<file path="src/rtl/xc_rf_wb_ctrl.sv">
// xc_rf_wb_ctrl: write-side producer for the forwarding 3-read register file.
// It merges execute results and long-latency (load/coprocessor) returns into
// a 3-stage writeback pipeline S0 -> S1 -> S2. It also keeps a pending-write
// scoreboard that the issue stage uses to stall on unproduced sources.
//
// Handshake: an execute result transfers on a rising edge where
// ex_valid && ex_ready. ex_ready is combinational and drops whenever
// lsu_valid is high, because the long-latency return cannot be stalled and
// always wins the S0 slot. pend_set transfers when pend_ready is high, and is
// otherwise ignored. lsu_valid has no ready; it is always taken.
module xc_rf_wb_ctrl #(
  parameter int MAX_PEND = 4
) (
  input  logic        clock,
  input  logic        reset,
  input  logic        ex_valid,
  output logic        ex_ready,
  input  logic        ex_wen,
  input  logic [4:0]  ex_addr,
  input  logic [31:0] ex_wdata,
  input  logic        pend_set,
  input  logic [4:0]  pend_addr,
  output logic        pend_ready,
  input  logic        lsu_valid,
  input  logic [4:0]  lsu_addr,
  input  logic [31:0] lsu_wdata,
  input  logic [4:0]  rs1_addr,
  input  logic [4:0]  rs2_addr,
  input  logic [4:0]  rs3_addr,
  output logic        rs1_busy,
  output logic        rs2_busy,
  output logic        rs3_busy,
  output logic        fwd_0_wen,
  output logic [4:0]  fwd_0_addr,
  output logic [31:0] fwd_0_wdata,
  output logic        fwd_1_wen,
  output logic [4:0]  fwd_1_addr,
  output logic [31:0] fwd_1_wdata,
  output logic        rd_wen,
  output logic [4:0]  rd_addr,
  output logic [31:0] rd_wdata,
  output logic        pend_err
);

  localparam logic [3:0] MAX_CNT = 4'(MAX_PEND);

  typedef struct packed {
    logic        valid;
    logic [4:0]  addr;
    logic [31:0] data;
  } stage_t;

  stage_t      s0, s1, s2, s0_next;
  logic [31:0] pend_mask, mask_next;
  logic [3:0]  pend_cnt, cnt_next;
  logic        set_en;
  logic        lsu_err;

  assign ex_ready   = !lsu_valid;
  assign pend_ready = (pend_cnt < MAX_CNT);
  assign set_en     = pend_set && pend_ready && (pend_addr != 5'd0);
  // A return with nothing outstanding, or for a register not marked pending.
  assign lsu_err    = lsu_valid && ((pend_cnt == 4'd0) || !pend_mask[lsu_addr]);

  // S0 entry arbitration: the LSU return first, then an execute write; x0 never becomes valid.
  always_comb begin
    s0_next = '0;
    if (lsu_valid) begin
      s0_next.valid = (lsu_addr != 5'd0);
      s0_next.addr  = lsu_addr;
      s0_next.data  = lsu_wdata;
    end else if (ex_valid && ex_wen) begin
      s0_next.valid = (ex_addr != 5'd0);
      s0_next.addr  = ex_addr;
      s0_next.data  = ex_wdata;
    end
  end

  // Writeback pipeline shifts every cycle with no stall.
  always_ff @(posedge clock or posedge reset) begin
    if (reset) begin
      s0 <= '0;
      s1 <= '0;
      s2 <= '0;
    end else begin
      s0 <= s0_next;
      s1 <= s0;
      s2 <= s1;
    end
  end

  // Scoreboard next state: a clear then a set, so a same-address set wins; the count saturates at 0.
  always_comb begin
    mask_next = pend_mask;
    cnt_next  = pend_cnt;
    if (lsu_valid) mask_next[lsu_addr] = 1'b0;
    if (set_en) begin
      mask_next[pend_addr] = 1'b1;
      cnt_next = cnt_next + 4'd1;
    end
    if (lsu_valid && (pend_cnt != 4'd0)) cnt_next = cnt_next - 4'd1;
    mask_next[0] = 1'b0;
  end

  // Scoreboard registers and the sticky protocol error.
  always_ff @(posedge clock or posedge reset) begin
    if (reset) begin
      pend_mask <= '0;
      pend_cnt  <= '0;
      pend_err  <= 1'b0;
    end else begin
      pend_mask <= mask_next;
      pend_cnt  <= cnt_next;
      if (lsu_err) pend_err <= 1'b1;
    end
  end

  assign rs1_busy = pend_mask[rs1_addr] && (rs1_addr != 5'd0);
  assign rs2_busy = pend_mask[rs2_addr] && (rs2_addr != 5'd0);
  assign rs3_busy = pend_mask[rs3_addr] && (rs3_addr != 5'd0);

  // The reader matches on a nonzero address alone, so idle stages must drive zeros.
  assign fwd_0_wen   = s0.valid;
  assign fwd_0_addr  = s0.valid ? s0.addr : 5'd0;
  assign fwd_0_wdata = s0.valid ? s0.data : 32'd0;
  assign fwd_1_wen   = s1.valid;
  assign fwd_1_addr  = s1.valid ? s1.addr : 5'd0;
  assign fwd_1_wdata = s1.valid ? s1.data : 32'd0;
  assign rd_wen      = s2.valid;
  assign rd_addr     = s2.valid ? s2.addr : 5'd0;
  assign rd_wdata    = s2.valid ? s2.data : 32'd0;

endmodule

</file>
<file path="config.mk">
export PLATFORM = sky130hd
export DESIGN_NAME = xc_rf_wb_ctrl
export DESIGN_NICKNAME = d
export VERILOG_FILES = /design/src/rtl/xc_rf_wb_ctrl.sv
export SDC_FILE = /design/constraint.sdc
export NUM_CORES = 1
export LEC_CHECK = 0
export BUFFER_PORTS_ARGS = -buffer_cell sky130_fd_sc_hd__buf_2
export CAP_MARGIN = 20
export CORE_UTILIZATION = 47
export CTS_BUF_LIST = sky130_fd_sc_hd__clkbuf_8
export CTS_CLUSTER_SIZE = 16
export DETAILED_ROUTE_END_ITERATION = 10
export GPL_TIMING_DRIVEN = 0
export PLACE_DENSITY = 0.72
export SLEW_MARGIN = 15
export SYNTH_ARGS = -nofsm -noshare
export SYNTH_HDL_FRONTEND = slang
export SYNTH_SLANG_ARGS = --single-unit
</file>
<file path="constraint.sdc">
create_clock -name clock -period 9.8 [get_ports clock]
set_clock_uncertainty 0.15 [all_clocks]
set_input_delay 0.98 -clock clock [delete_from_list [all_inputs] [get_ports clock]]
set_output_delay 0.98 -clock clock [all_outputs]
set_load 0.05 [all_outputs]
</file>
Word-level counts from Yosys, hierarchy flattened:

Cells that the tools add are included.

* div/mod/pow operators: 0
* bitwise logic cells: 3
* equality and inequality tests: 0
* $mul: 0
* order comparisons: 8
* add/subtract/negate cells: 2
* reduce and logical (&&, ||, !) cells: 21
* muxes and demuxes: 24
* shifts and indexed selects: 0

Operator list (number)
* 32-bit 2-to-1 mux: 5
* 38-bit 2-to-1 mux: 2
* 32-bit AND: 1
* 32-bit NOT: 1
* 32-bit OR: 1
* 5-bit by 6-bit < comparator with 1-bit output, second input constant: 5
* 5-bit nonzero test: 6
* 1-bit binary-select mux with 5-bit select: 4
* 5-bit 2-to-1 mux: 3
* 1-bit demux with 5-bit select: 2
* 5-bit by 1-bit greater-or-equal comparator with 1-bit output, second input constant: 2
* 1-bit logical AND: 10
* 4-bit 2-to-1 mux: 2
* 1-bit 2-to-1 mux: 6
* 4-bit by 1-bit adder with 4-bit output, second input constant: 1
* 4-bit zero test: 1
* 4-bit by 3-bit < comparator with 1-bit output, second input constant: 1
* 4-bit nonzero test: 1
* 4-bit by 1-bit subtractor with 4-bit output, second input constant: 1
* 1-bit zero test: 2
* 1-bit logical OR: 1

* bits in latches: 0
* memories: 0
* register bits: 150
* input bits: 100
* bits in read-only memories: 0
* RAM bits: 0
* logic and storage cells: 70

Longest topological paths before layout:

* depth after elaboration: 9
* mapped depth: 7
* gate-level depth less buffers: 7

Worst setup path after synthesis:

No wires, ideal clock.

* path kind: input port to output port
* start: in rs1_addr[0]
* end: out rs1_busy
* data required time: 8.670 ns
* data arrival time: 2.982 ns
* buffers on the path: 1
* stages on the path: 6
* slack: 5.688 ns
* cells stage by stage: clkbuf_1 -> mux4_2 -> inv_1 -> a21oi_1 -> o21ai_0 -> o21ai_0

* word-level cells in the longest chain between the ends: 3
* elaborated cells between the ends (all ways): 4
* classes of those cells: 2 x mux; 2 x reduce/logical

Ends and longest elaborated chain
* from (decl): RTL line 27 `input logic [4:0] rs1_addr,`
* 1-bit binary-select mux with 5-bit select: RTL line 118 `assign rs1_busy = pend_mask[rs1_addr] && (rs1_addr != 5'd0);`
* 1-bit 2-to-1 mux (not written as such): RTL line 118
* 1-bit logical AND *: RTL line 118
* to (decl): RTL line 30 `output logic rs1_busy,`

Mark *: on every way between the ends. The rest lies on a longest branch, timed or not. The select of a mux whose other input is x is not followed.

Worst setup path in the final report:

* start: in rs3_addr[0]
* end: out rs3_busy

* word-level cells in the longest chain between the ends: 3
* elaborated cells between the ends (all ways): 4
* classes of those cells: 2 x mux; 2 x reduce/logical

Ends and longest elaborated chain
* from (decl): RTL line 29 `input logic [4:0] rs3_addr,`
* 1-bit binary-select mux with 5-bit select: RTL line 120 `assign rs3_busy = pend_mask[rs3_addr] && (rs3_addr != 5'd0);`
* 1-bit 2-to-1 mux (not written as such): RTL line 120
* 1-bit logical AND *: RTL line 120
* to (decl): RTL line 32 `output logic rs3_busy,`

Marked as above.

==> impl_metrics.toml <==
[status]
outcome = "completed"

[synth]
ys_types = 33
synthMostInstantiatedCell = "dfrtp_1"
syn_inst = 546
synth_top_cell_by_area = "dfrtp_1"
synth_edf_count = 0
syn_nets = 649
synth_ff_type = "dfrtp_1"
netlist_top_cells_count = "150 x dfrtp_1, 111 x and2_1, 71 x o21ai_0"
synth.avg_cell_area_um2 = 12.1
synth_top_area_share_pct = 56.6
synth-seq-cells = 150
netlist_top_cells_area = "dfrtp_1 57%, and2_1 10%, mux4_2 7.8%, o21ai_0 5.4%, a22o_1 4.9%"
yosysWarnings = 0
synth-async-reset-ratio_pct = 100
seq_area_frac_synth_pct = 56.6
synthesis.area_um2 = 6630

[final_layout]
fill_cells = 1160
fin_cells = 969
syn2layout_area_growth_pct = 26.4
final_nets = 879
drive_gt1_share_pct = 35.2
antenna-diode-count = 0

[clocking]
htree_levels = 4
cts_resized = 0
cts_root_buffer = "clkbuf_8"
cts.path.max_buffers = 2
insertion_delay_ns = 0.45
cts_tree = "done"
cts.sinks = 150
hold_buffers = 0
cts_setup_buffers = 0
cts_made_buffers = 17
clk_pin_slew_ns = 0.09

[die]
die_y_um = 121
die_area_um2 = 14600
die_x_um = 121
start_util_pct = 47.9
core_area_um2 = 13800
rows = 43
io_pins = 220

[critical_path]
slowest_delay_ns = 0.60
crit_path_top_delay_cell = "mux4_2"
path_max_fanout = 9
startpoint_type = "input port"
worst_ep_arrival_time_ns = 2.89
path_cells = "clkbuf_1 -> mux4_2 -> inv_1 -> a21oi_1 -> o21ai_0 -> o21ai_0 -> buf_2"
crit_path_frequent_cell = "o21ai_0"
critPathRequiredTime_ns = 8.67
crit_type = "in2out"
endpoint_kind = "primary output"

[placed_design]
place_hpwl_um = 13900
portBuffers = 210
dpl.cell_count = 937
pre_cts_ws_ns = 5.80
gp_congestion = 0.861

[hold_path]
hold_path.class = "reg2reg"

[global_route]
grt_use_met1_pct = 33.3
grt_overflow = 0
grt_pass1_vias = 5206
antenna_found_initial = 0
grt_most_used_layer = "met2"
track_usage_pct = 26.5
met3_usage_pct = 4.29
grt_pass1_wl_um = 28500
gr-usage-met2_pct = 45.7
grt_max_degree = 82

[power_and_ir_drop]
power_density_nw_per_um2 = 213
peakVddDrop_uv = 133
power.total_uw = 1790
leakagePower_uw = 0.00410

[timing]
grt_setup_unrepaired = "false"
setup_viol = 0
worst_pin_slew_ns = 1.06
timing.hold.ws_ns = 0.212
maxSlewViolCount = 0
slew_headroom_pct = 29.3
max_freq_mhz = 249
layout_setup_ws_ns = 5.78
tns_ns = 0
finalHoldViolCount = 0
period_needed_ns = 4.02
finalCritPeriodShare_pct = 41.0

[drt]
first_pass_iters = 5
drt-vias-per-instance = 5.47
wl_per_cell_um = 19.0
vias = 5302
routed_wl_um = 18400
initialDrtViolationCount = 402
antenna_left = 0
drc = 0

[job]
drv_cap = 0
per-stage QoR:
stage / cell area, um^2 / utilization, %
CTS: 8370 / 60.6
global route: 8370 / 60.6
floorplan: 6630 / -
finish: 8370 / 60.6
detailed placement: 7940 / 57.4
global placement: 7900 / 57.2
final cells by class:
class	instances	area [um^2]	share of cell area (%)
plain buffers	30	113	1.34
clock buffers	18	248	2.96
clock inverters	14	188	2.24
inverters	8	37.5	0.448
multi-input cells	358	2730	32.6
flip-flops and latches	150	3750	44.8
well taps	180	225	2.69
repair buffers	211	1080	12.9
worst paths after layout:
kind	from	endpoint	slack [ns]	cells past startpoint
setup / recovery	rs3_addr[0]	rs3_busy	5.78	7
hold / removal	s0[29]$_DFF_PP0_	s1[29]$_DFF_PP0_	0.21	0
setup reg to reg	pend_cnt[3]$_DFF_PP0_	pend_cnt[2]$_DFF_PP0_	7.53	7
hold reg to reg	s0[29]$_DFF_PP0_	s1[29]$_DFF_PP0_	0.21	0
max in group asynchronous	reset	s0[4]$_DFF_PP0_	8.36	3
min in group asynchronous	reset	pend_cnt[1]$_DFF_PP0_	0.41	2
sequential cells by signal, indices dropped and copies added, names as in the netlist:
register / count
s0: 37
s1: 37
s2: 37
pend_mask: 31
pend_cnt: 4
fwd_0_wen: 1
fwd_1_wen: 1
pend_err: 1
rd_wen: 1
power by group:
part	switching, uW	internal [uW]	total [uW]
clock network	251	266	517
logic	290	188	478
registers	87.5	704	791
cells by family (layout without fill, tap and decap cells):
group,Yosys count,after routing,share of synthesized area (%)
multiplexers,47,47,11.6
XOR/XNOR,4,4,0.529
AND/OR/NAND/NOR,173,173,15.7
AO/OA/AOI/OAI,131,131,12.8
adder cells (fa/ha/maj),3,3,0.566
buffers and inverters,38,281,2.15
flip-flops,150,150,56.6
critical path: cells and delay by family:
kind	cells	cell delay [ns]
buffers and inverters	3	0.80
multiplexers	1	0.60
AO/OA/AOI/OAI	3	0.50
placed cells by master, fill, tap and decap left out, types with 7 or more instances in the layout:
| master | count |
|---|---|
| clkbuf_8 | 18 |
| mux4_2 | 23 |
| a22o_1 | 37 |
| o21ai_0 | 71 |
| dfrtp_1 | 150 |
| nand2_1 | 12 |
| buf_2 | 210 |
| mux2i_1 | 18 |
| nand3b_1 | 11 |
| clkbuf_1 | 29 |
| nor2_1 | 11 |
| inv_1 | 7 |
| and2_1 | 111 |
| a21oi_1 | 7 |
metal layers:
metal  up-vias  share of wire [%]
li1       2405                  -
met1      2636                 41
met2       235                 51
met3        26                6.0
met4         0                2.1
met5         -                  0
Power figures use the tool's default switching activity.
